===== config.mk =====
export PLATFORM = sky130hd
export DESIGN_NAME = div_unit_flat
export DESIGN_NICKNAME = d
export VERILOG_FILES = /design/src/rtl/div_if.sv /design/src/rtl/div_unit.sv /design/src/flat_wrapper.sv
export SDC_FILE = /design/constraint.sdc
export NUM_CORES = 1
export LEC_CHECK = 0
export CAP_MARGIN = 10
export CORE_UTILIZATION = 40
export CTS_BUF_LIST = sky130_fd_sc_hd__clkbuf_16
export CTS_CLUSTER_DIAMETER = 80
export DETAILED_ROUTE_END_ITERATION = 7
export GPL_ROUTABILITY_DRIVEN = 0
export SYNTH_ARGS = -nofsm -noshare
export SYNTH_HDL_FRONTEND = slang
export SYNTH_SLANG_ARGS = --single-unit

===== constraint.sdc =====
create_clock -name clock -period 4.18 [get_ports clock]
set_input_delay 0.627 -clock clock [delete_from_list [all_inputs] [get_ports clock]]
set_output_delay 0.627 -clock clock [all_outputs]
set_load 0.05 [all_outputs]

===== src/rtl/div_if.sv =====
// Handshake bundle between the EX-stage issue logic and the iterative divider.
interface div_if #(
  parameter int N = 32
);
  logic         start;
  logic [1:0]   op;
  logic [N-1:0] dividend;
  logic [N-1:0] divisor;
  logic         flush;
  logic         out_ready;
  logic         in_ready;
  logic         out_valid;
  logic [N-1:0] result;
  logic         div_by_zero;

  modport master (
    output start, op, dividend, divisor, flush, out_ready,
    input  in_ready, out_valid, result, div_by_zero
  );

  modport slave (
    input  start, op, dividend, divisor, flush, out_ready,
    output in_ready, out_valid, result, div_by_zero
  );
endinterface


===== src/rtl/div_unit.sv =====
// Radix-2 restoring divider for DIV/DIVU/REM/REMU with sign fix-up and valid/ready handshake.
// Optional last-result cache enabled by defining DIV_RESULT_CACHE_EN.
//
// state | meaning
// IDLE  | waiting for start; special cases and cache hits resolve here
// CALC  | N shift/trial-subtract iterations on operand magnitudes
// FIX   | sign correction, result registered
// DONE  | out_valid high until out_ready
module div_unit #(
  parameter int N = 32
) (
  input  logic  clock,
  input  logic  reset,
  div_if.slave  bus
);
  localparam int CW = $clog2(N);
  localparam logic [N-1:0] MIN_NEG = {1'b1, {(N-1){1'b0}}};
  localparam logic [N-1:0] ALL_ONES = {N{1'b1}};

  typedef enum logic [1:0] {IDLE, CALC, FIX, DONE} state_t;

  state_t        state;
  state_t        state_nx;
  logic          op_rem;
  logic          q_neg;
  logic          r_neg;
  logic [N-1:0]  rem;
  logic [N-1:0]  quo;
  logic [N-1:0]  dvsr;
  logic [CW-1:0] cnt;
  logic [N-1:0]  result_q;
  logic          dbz_q;

  logic          accept;
  logic          is_signed;
  logic          dvd_neg;
  logic          dvs_neg;
  logic [N-1:0]  dvd_mag;
  logic [N-1:0]  dvs_mag;
  logic          div_zero;
  logic          ovf;
  logic          hit;
  logic [N:0]    rem_sh;
  logic [N:0]    diff;
  logic          borrow;
  logic [N-1:0]  rem_nx;
  logic [N-1:0]  quo_nx;
  logic [N-1:0]  quo_fix;
  logic [N-1:0]  rem_fix;

  assign accept    = (state == IDLE) && bus.start && !bus.flush;
  assign is_signed = ~bus.op[0];
  assign dvd_neg   = is_signed & bus.dividend[N-1];
  assign dvs_neg   = is_signed & bus.divisor[N-1];
  assign dvd_mag   = dvd_neg ? (~bus.dividend + 1'b1) : bus.dividend;
  assign dvs_mag   = dvs_neg ? (~bus.divisor + 1'b1) : bus.divisor;
  assign div_zero  = (bus.divisor == '0);
  assign ovf       = is_signed && (bus.dividend == MIN_NEG) && (bus.divisor == ALL_ONES);

  // The shifted partial remainder needs N+1 bits: the bit leaving rem must take part in the compare.
  assign rem_sh = {rem, quo[N-1]};
  assign diff   = rem_sh - {1'b0, dvsr};
  assign borrow = diff[N];
  assign rem_nx = borrow ? rem_sh[N-1:0] : diff[N-1:0];
  assign quo_nx = {quo[N-2:0], ~borrow};

  assign quo_fix = q_neg ? (~quo + 1'b1) : quo;
  assign rem_fix = r_neg ? (~rem + 1'b1) : rem;

`ifdef DIV_RESULT_CACHE_EN
  logic         c_valid;
  logic [N-1:0] c_dvd;
  logic [N-1:0] c_dvs;
  logic         c_sgn;
  logic [N-1:0] c_quo;
  logic [N-1:0] c_rem;
  logic [N-1:0] raw_dvd;
  logic [N-1:0] raw_dvs;
  logic         raw_sgn;

  assign hit = c_valid && (bus.dividend == c_dvd) && (bus.divisor == c_dvs)
               && (is_signed == c_sgn);

  // Only normally computed results reach FIX, so specials never enter the cache.
  always_ff @(posedge clock or negedge reset) begin
    if (!reset) begin
      c_valid <= 1'b0;
      c_dvd   <= '0;
      c_dvs   <= '0;
      c_sgn   <= 1'b0;
      c_quo   <= '0;
      c_rem   <= '0;
      raw_dvd <= '0;
      raw_dvs <= '0;
      raw_sgn <= 1'b0;
    end else begin
      if (accept) begin
        raw_dvd <= bus.dividend;
        raw_dvs <= bus.divisor;
        raw_sgn <= is_signed;
      end
      if (state == FIX && !bus.flush) begin
        c_valid <= 1'b1;
        c_dvd   <= raw_dvd;
        c_dvs   <= raw_dvs;
        c_sgn   <= raw_sgn;
        c_quo   <= quo_fix;
        c_rem   <= rem_fix;
      end
    end
  end
`else
  assign hit = 1'b0;
`endif

  always_ff @(posedge clock or negedge reset) begin
    if (!reset) state <= IDLE;
    else        state <= state_nx;
  end

  always_comb begin
    state_nx = state;
    if (bus.flush) begin
      state_nx = IDLE;
    end else begin
      case (state)
        IDLE: if (bus.start) state_nx = (div_zero || ovf || hit) ? DONE : CALC;
        CALC: if (cnt == '0) state_nx = FIX;
        FIX:  state_nx = DONE;
        DONE: if (bus.out_ready) state_nx = IDLE;
        default: state_nx = IDLE;
      endcase
    end
  end

  always_ff @(posedge clock or negedge reset) begin
    if (!reset) begin
      op_rem   <= 1'b0;
      q_neg    <= 1'b0;
      r_neg    <= 1'b0;
      rem      <= '0;
      quo      <= '0;
      dvsr     <= '0;
      cnt      <= '0;
      result_q <= '0;
      dbz_q    <= 1'b0;
    end else if (accept) begin
      op_rem <= bus.op[1];
      q_neg  <= dvd_neg ^ dvs_neg;
      r_neg  <= dvd_neg;
      rem    <= '0;
      quo    <= dvd_mag;
      dvsr   <= dvs_mag;
      cnt    <= CW'(N-1);
      if (div_zero) begin
        result_q <= bus.op[1] ? bus.dividend : ALL_ONES;
        dbz_q    <= 1'b1;
      end else if (ovf) begin
        result_q <= bus.op[1] ? '0 : MIN_NEG;
        dbz_q    <= 1'b0;
      end else if (hit) begin
`ifdef DIV_RESULT_CACHE_EN
        result_q <= bus.op[1] ? c_rem : c_quo;
`endif
        dbz_q    <= 1'b0;
      end
    end else if (state == CALC && !bus.flush) begin
      rem <= rem_nx;
      quo <= quo_nx;
      cnt <= cnt - 1'b1;
    end else if (state == FIX && !bus.flush) begin
      result_q <= op_rem ? rem_fix : quo_fix;
      dbz_q    <= 1'b0;
    end
  end

  assign bus.in_ready    = (state == IDLE);
  assign bus.out_valid   = (state == DONE);
  assign bus.result      = result_q;
  assign bus.div_by_zero = dbz_q;
endmodule


===== src/flat_wrapper.sv =====
// flat-port wrapper written by rule: the top's interface ports become plain ports
module div_unit_flat 
#(
  parameter int N = 32
)
  (clock, reset, bus_start, bus_op, bus_dividend, bus_divisor, bus_flush, bus_out_ready, bus_in_ready, bus_out_valid, bus_result, bus_div_by_zero);
  div_if #(.N(N)) bus_i ();
  input  logic clock;
  input  logic reset;
  input wire logic [$bits(bus_i.start)-1:0] bus_start;
  input wire logic [$bits(bus_i.op)-1:0] bus_op;
  input wire logic [$bits(bus_i.dividend)-1:0] bus_dividend;
  input wire logic [$bits(bus_i.divisor)-1:0] bus_divisor;
  input wire logic [$bits(bus_i.flush)-1:0] bus_flush;
  input wire logic [$bits(bus_i.out_ready)-1:0] bus_out_ready;
  output wire logic [$bits(bus_i.in_ready)-1:0] bus_in_ready;
  output wire logic [$bits(bus_i.out_valid)-1:0] bus_out_valid;
  output wire logic [$bits(bus_i.result)-1:0] bus_result;
  output wire logic [$bits(bus_i.div_by_zero)-1:0] bus_div_by_zero;
  assign bus_i.start = bus_start;
  assign bus_i.op = bus_op;
  assign bus_i.dividend = bus_dividend;
  assign bus_i.divisor = bus_divisor;
  assign bus_i.flush = bus_flush;
  assign bus_i.out_ready = bus_out_ready;
  assign bus_in_ready = bus_i.in_ready;
  assign bus_out_valid = bus_i.out_valid;
  assign bus_result = bus_i.result;
  assign bus_div_by_zero = bus_i.div_by_zero;
  div_unit #(.N(N)) u_core (.clock(clock), .reset(reset), .bus(bus_i));
endmodule

==> results.md, run 1 <==
* Status: finished, final reports clean
* Vias in the first global route at 9510
* Largest net degree at the start of global routing at 105
* CP required at 4.43 ns
* Slew margin rel. at 26.6%
* Setup crit end kind: flop
* Fraction of registers with async set/reset at 100%
* Placed Area at 12500 um^2
* Post-route ant nets at 0
* Mean Syn Cell Area at 8.18 um^2
* WP data arrival at 3.94 ns
* Crit Path Category: reg2reg
* Peak VDD IR at 0.289 mV
* N_diodes at 0
* Fillers at 2692
* Warnings, synthesis at 0
* Skew final at 0.0133 ns
* Grt ovf at 0
* Setup crit start kind: flop
* Setup TNS at 0 ns
* Clock Tree Buf Depth at 2
* Die width at 168 um
* Via count at 10200
* Endpoints failing setup at 0
* DRT Pass-1 Iters at 5
* Hold crit path type: in2async
* Design Area, Final at 13100 um^2
* Fin crit share at 88.2%
* TritonCTS Buffers at 17
* Post-CTS Hold Buffers at 0
* Synth top area cells: dfrtp_1, o21ai_0, xnor2_1, nand2_1, xor2_1
* Core Region at 27000 um^2
* Top FF cell, synth: dfrtp_1
* Post-synth top area share at 31.5%
* Rows at 60
* Post-DP HPWL at 24500 um
* CP Max Fanout at 17
* Post-synthesis net count at 1466
* First-pass GRT wire length at 53300 um
* Tightest Pin Transition at 1.10 ns
* Synth cell count leaders: o21ai_0, nand2_1, dfrtp_1, a21oi_1, xnor2_1
* CTS Root Cell: clkbuf_16
* Synth Instances at 1351
* Total Wirelength at 33400 um
* CTS resizes at 0
* Initial Utilization at 40.9%
* Layout Cells excl Fill at 1780
* Final min period at 3.69 ns
* Post-CTS Setup Bufs at 0
* #FFs+latches synth at 139
* Violation count after the first detailed-routing iteration at 767
* Post-synthesis sequential area ratio at 31.5%
* Max Slew Vio Count at 0
* Final worst slack at 0.492 ns
* Die Ht at 168 um
* WL per Instance at 18.8 um
* RSZ-0062 raised after global routing: false
* GRT Total Usage at 24.0%
* Yosys top cell by area: dfrtp_1
* H-tree levels at 4
* CTS tree: done
* Tot Pwr at 8.18 mW
* Synth Cell Area at 11000 um^2
* PwrDens at 624 nW/um^2
* Antenna violations before repair at 0
* Dpl ws at 0.546 ns
* Max frequency at 271 MHz
* Ratio of cells with drive above 1 in the final layout at 7.16%
* Buffers added on ports at 105
* Cell leakage power at 5.54 nW
* Die area at 28300 um^2
* CTS sink cnt at 139
* Distinct cells, synth at 84
* Post-synth EDFFs at 0
* Max-cap viol count at 0
* Clock transition at path regs at 0.07 ns
* Count leader, synth: o21ai_0
* Clk Latency, worst-skew pair at 0.43 ns
* I/O Pins at 106
* Final hold violation count at 0
* Cell count after placement at 1748
* Drt drc at 0
* Final net count at 1541
* Area grow syn2layout at 18.8%
* Vias/cell at 5.76
==> metal layers <==
layer  global-route usage, %  vias up  wire, um
li1                        -     4999         -
met1                    34.4     4941     15900
met2                    37.5      262     15300
met3                    3.71       45      1610
met4                    6.40        0       578
met5                       0        -         0
==> flip-flops by register name, indices dropped and copies added, names as in the netlist <==
name and count:
u_core.r_neg 1, u_core.dvsr 32, u_core.state 2, u_core.bus.result 32, u_core.q_neg 1, u_core.quo 32
u_core.rem 32, u_core.op_rem 1, u_core.cnt 5, u_core.bus.div_by_zero 1
==> cells by family after synthesis <==
family          after synthesis  synth area share, %
compound gates              453                 25.5
flops                       139                 31.5
buf+inv                     136                 4.82
fa+ha+maj                    44                 5.05
mux                          34                 3.14
simple gates                400                 18.5
xor+xnor                    145                 11.5
==> power breakdown <==
group	leakage, nW	switching [mW]	total [mW]	internal [mW]
Clock	0.309	0.673	1.69	1.01
Combinational	3.43	2.53	4.15	1.62
Sequential	1.80	0.531	2.34	1.81
Total	5.54	3.74	8.18	4.45
==> layout make-up <==
type | instances | area (um^2) | share of cell area, %
multi-input cells | 1076 | 7060 | 53.8
flip-flops and latches | 139 | 3480 | 26.5
repair buffers | 132 | 1290 | 9.85
well taps | 341 | 427 | 3.25
clock buffers | 17 | 425 | 3.24
inverters | 60 | 225 | 1.72
clock inverters | 15 | 211 | 1.61
==> final timing paths <==
kind	cells past startpoint	slack [ns]	startpoint	end
max in group asynchronous	2	3.10	reset	u_core.rem[14]
min in group clock	1	0.48	u_core.bus.result[19]	u_core.bus.result[19]
worst min register to register	1	0.48	u_core.bus.result[19]	u_core.bus.result[19]
worst max-delay path	13	0.49	u_core.quo[31]	u_core.rem[14]
worst max register to register	13	0.49	u_core.quo[31]	u_core.rem[14]
worst min-delay path	1	0.34	reset	u_core.rem[8]
==> metrics by stage <==
stage               hold slack (ns)  util, %
floorplan                     0.331        -
global placement              0.461     46.2
detailed placement            0.468     46.2
CTS                           0.395     48.6
global route                  0.417     48.6
finish                        0.339     48.6
==> cells in the final DEF (no fill, tap or decap), types with 29 or more instances in the layout <==
master / netlist / layout
dfrtp_1: 139 / 139
xor2_1: 69 / 69
ha_1: 43 / 43
a21oi_1: 93 / 92
a22oi_1: 32 / 32
inv_1: 59 / 60
o21ai_0: 171 / 171
nor2_1: 69 / 67
mux2i_1: 29 / 29
nand2_1: 165 / 165
clkdlybuf4s50_1: 0 / 104
xnor2_1: 76 / 76
==> critical path, cell delays in order (launching register included) <==
cell	delay (ns)
dfrtp_1	0.39
inv_1	0.17
ha_1	0.22
fa_1	0.22
nor2b_1	0.07
o2111ai_1	0.26
a21oi_2	0.13
o31ai_2	0.34
a21oi_1	0.22
o21ai_0	0.42
a211o_1	0.37
buf_4	0.34
mux2i_1	0.23
o21ai_0	0.11
(Power assumes the default switching activity.)
==> run 2: changes to the inputs <==
Settings changed: MAX_ROUTING_LAYER set to met4.
Clock period 4.18 ns to 4.4 ns, I/O delays scaled along.
==> run 2 against run 1 <==
  * Register-to-register slack gained 0.30 ns
  * Worst hold slack worse by 0.042 ns
  * Clock power decreased by 17%
==> results.md, run 2 (synthesis gave the netlist of run 1 again) <==
* Reg2reg end: u_core.rem[1]
* Clk Latency, worst-skew pair at 0.44 ns (about the same)
* Slew margin rel. at 29.6% (+2.9 points)
* Via count at 10200 (-0.64%)
* Final hold violation count at 0 (unchanged)
* TritonCTS Buffers at 17 (unchanged)
* I/O Pins at 106 (unchanged)
* Total Wirelength at 33000 um (-1.3%)
* DRT Pass-1 Iters at 5 (unchanged)
* Post-CTS Setup Bufs at 0 (unchanged)
* Core Region at 27000 um^2 (unchanged)
* R2R cell count at 12 (-1)
* Endpoints failing setup at 0 (unchanged)
* Largest net degree at the start of global routing at 89 (-15%)
* Skew final at 0.0136 ns (+0.000328 ns)
* Crit Path Category: reg2reg
* Violation count after the first detailed-routing iteration at 716 (-6.6%)
* CTS Root Cell: clkbuf_16
* Status: finished, final reports clean
* Clock Tree Buf Depth at 2 (unchanged)
* Layout Cells excl Fill at 1773 (-0.39%)
* Setup TNS at 0 ns (unchanged)
* Post-CTS Hold Buffers at 0 (unchanged)
* Worst setup path end: u_core.rem[1]
* CP required at 4.72 ns (+0.29 ns)
* PwrDens at 582 nW/um^2 (-6.6%)
* Tot Pwr at 7.55 mW (-7.8%)
* Cell leakage power at 5.44 nW (-1.8%)
* Final worst slack at 0.792 ns (+0.300 ns)
* Drt drc at 0 (unchanged)
* Rows at 60 (unchanged)
* First-pass GRT wire length at 53900 um (+1.0%)
* Max Slew Vio Count at 0 (unchanged)
* Buffers added on ports at 105 (unchanged)
* Die width at 168 um (unchanged)
* Final min period at 3.61 ns (-0.0802 ns)
* Max frequency at 277 MHz (+2.2%)
* CTS tree: done
* GRT Total Usage at 24.9% (+0.90 points)
* Cell count after placement at 1741 (-0.40%)
* Die Ht at 168 um (unchanged)
* Setup crit end kind: flop
* Dpl ws at 0.522 ns (-0.0243 ns)
* WP data arrival at 3.93 ns (about the same)
* Post-DP HPWL at 24500 um (-0.21%)
* Hold crit path type: in2async
* Clock transition at path regs at 0.06 ns (about the same)
* WL per Instance at 18.6 um (-0.93%)
* Initial Utilization at 40.9% (unchanged)
* Grt ovf at 0 (unchanged)
* Most common cell after layout, fill and taps aside: o21ai_0
* Ratio of cells with drive above 1 in the final layout at 6.70% (-0.45 points)
* Vias/cell at 5.74 (-0.25%)
* Post-route ant nets at 0 (unchanged)
* Setup crit start kind: flop
* Antenna violations before repair at 0 (unchanged)
* RSZ-0062 raised after global routing: false
* RR Startpoint: u_core.rem[0]
* CTS resizes at 0 (unchanged)
* Peak VDD IR at 0.350 mV (+21%)
* CTS sink cnt at 139 (unchanged)
* Area grow syn2layout at 17.4%
* Die area at 28300 um^2 (unchanged)
* H-tree levels at 4 (unchanged)
* Max-cap viol count at 0 (unchanged)
* Final net count at 1534 (-0.45%)
* N_diodes at 0 (unchanged)
* Worst Setup SP: u_core.rem[0]
* CP Max Fanout at 33 (+16)
* Slack of the worst reg-to-reg path at 0.79 ns (+0.30 ns)
* Vias in the first global route at 9737 (+2.4%)
* Tightest Pin Transition at 1.06 ns (-0.0440 ns)
* Commonest cells after routing, fill and taps aside: o21ai_0, nand2_1, dfrtp_1
* Fin crit share at 82.0% (-6.2 points)
[run 2: cell types whose count changed in the layout (fill, tap and decap cells not counted)]
cell,change
buf_12,-2
clkinv_4,+1
bufinv_16,-4
inv_1,-1
inv_6,-1
buf_4,-5
clkinvlp_4,+2
inv_8,+2
clkinv_1,+1
[run 2: through the flow]
step	hold slack (ns)	util (%)	area, um^2
detailed placement	0.471	45.9	12400
global placement	0.463	45.9	12400
finish	0.298	48.0	13000
floorplan	0.364	-	11000
CTS	0.344	48.0	13000
global route	0.375	48.0	13000
[run 2: cell type report]
| class | instances | area (um^2) |
|---|---|---|
| clock buffer | 17 | 425 |
| clock inverter | 15 | 129 |
| fill | 2668 | 14100 |
| inverter | 60 | 225 |
| multi-input combinational | 1076 | 7060 |
| sequential | 139 | 3480 |
| tap | 341 | 427 |
| timing repair buffer | 125 | 1210 |
[run 2: worst max-delay path, stage by stage (launching register included)]
cell and delay, ns:
dfrtp_1 0.55, inv_1 0.15, fa_1 0.44, nor2b_1 0.17
o2111ai_1 0.16, a21oi_2 0.24, o31ai_2 0.11, a21oi_1 0.37
o21ai_0 0.27, a211o_1 0.44, buf_12 0.24, mux2i_1 0.14
a22o_1 0.18
[run 2: power breakdown]
part | total (mW) | internal (mW) | switching, mW | leakage (nW)
logic | 3.91 | 1.52 | 2.39 | 3.38
registers | 2.23 | 1.72 | 0.514 | 1.80
clock network | 1.40 | 0.740 | 0.662 | 0.261
total | 7.55 | 3.98 | 3.57 | 5.44
[run 2: worst min path at each step]
stage / cells past startpoint / startpoint / end
finish: 1 / reset / u_core.rem[7]
global route: 1 / reset / u_core.rem[7]
CTS: 1 / reset / u_core.bus.result[7]
detailed placement: 2 / u_core.bus.result[18] / u_core.bus.result[18]
global placement: 2 / u_core.bus.result[5] / u_core.bus.result[5]
floorplan: 0 / reset / u_core.bus.div_by_zero
[run 2: routing by layer]
layer | wire length, um | share of wire [%] | GRT usage (%)
met5 | 0 | 0 | -
met4 | 462 | 1.4 | 6.36
met3 | 1450 | 4.4 | 3.03
met2 | 15600 | 47 | 39.8
met1 | 15500 | 47 | 33.5
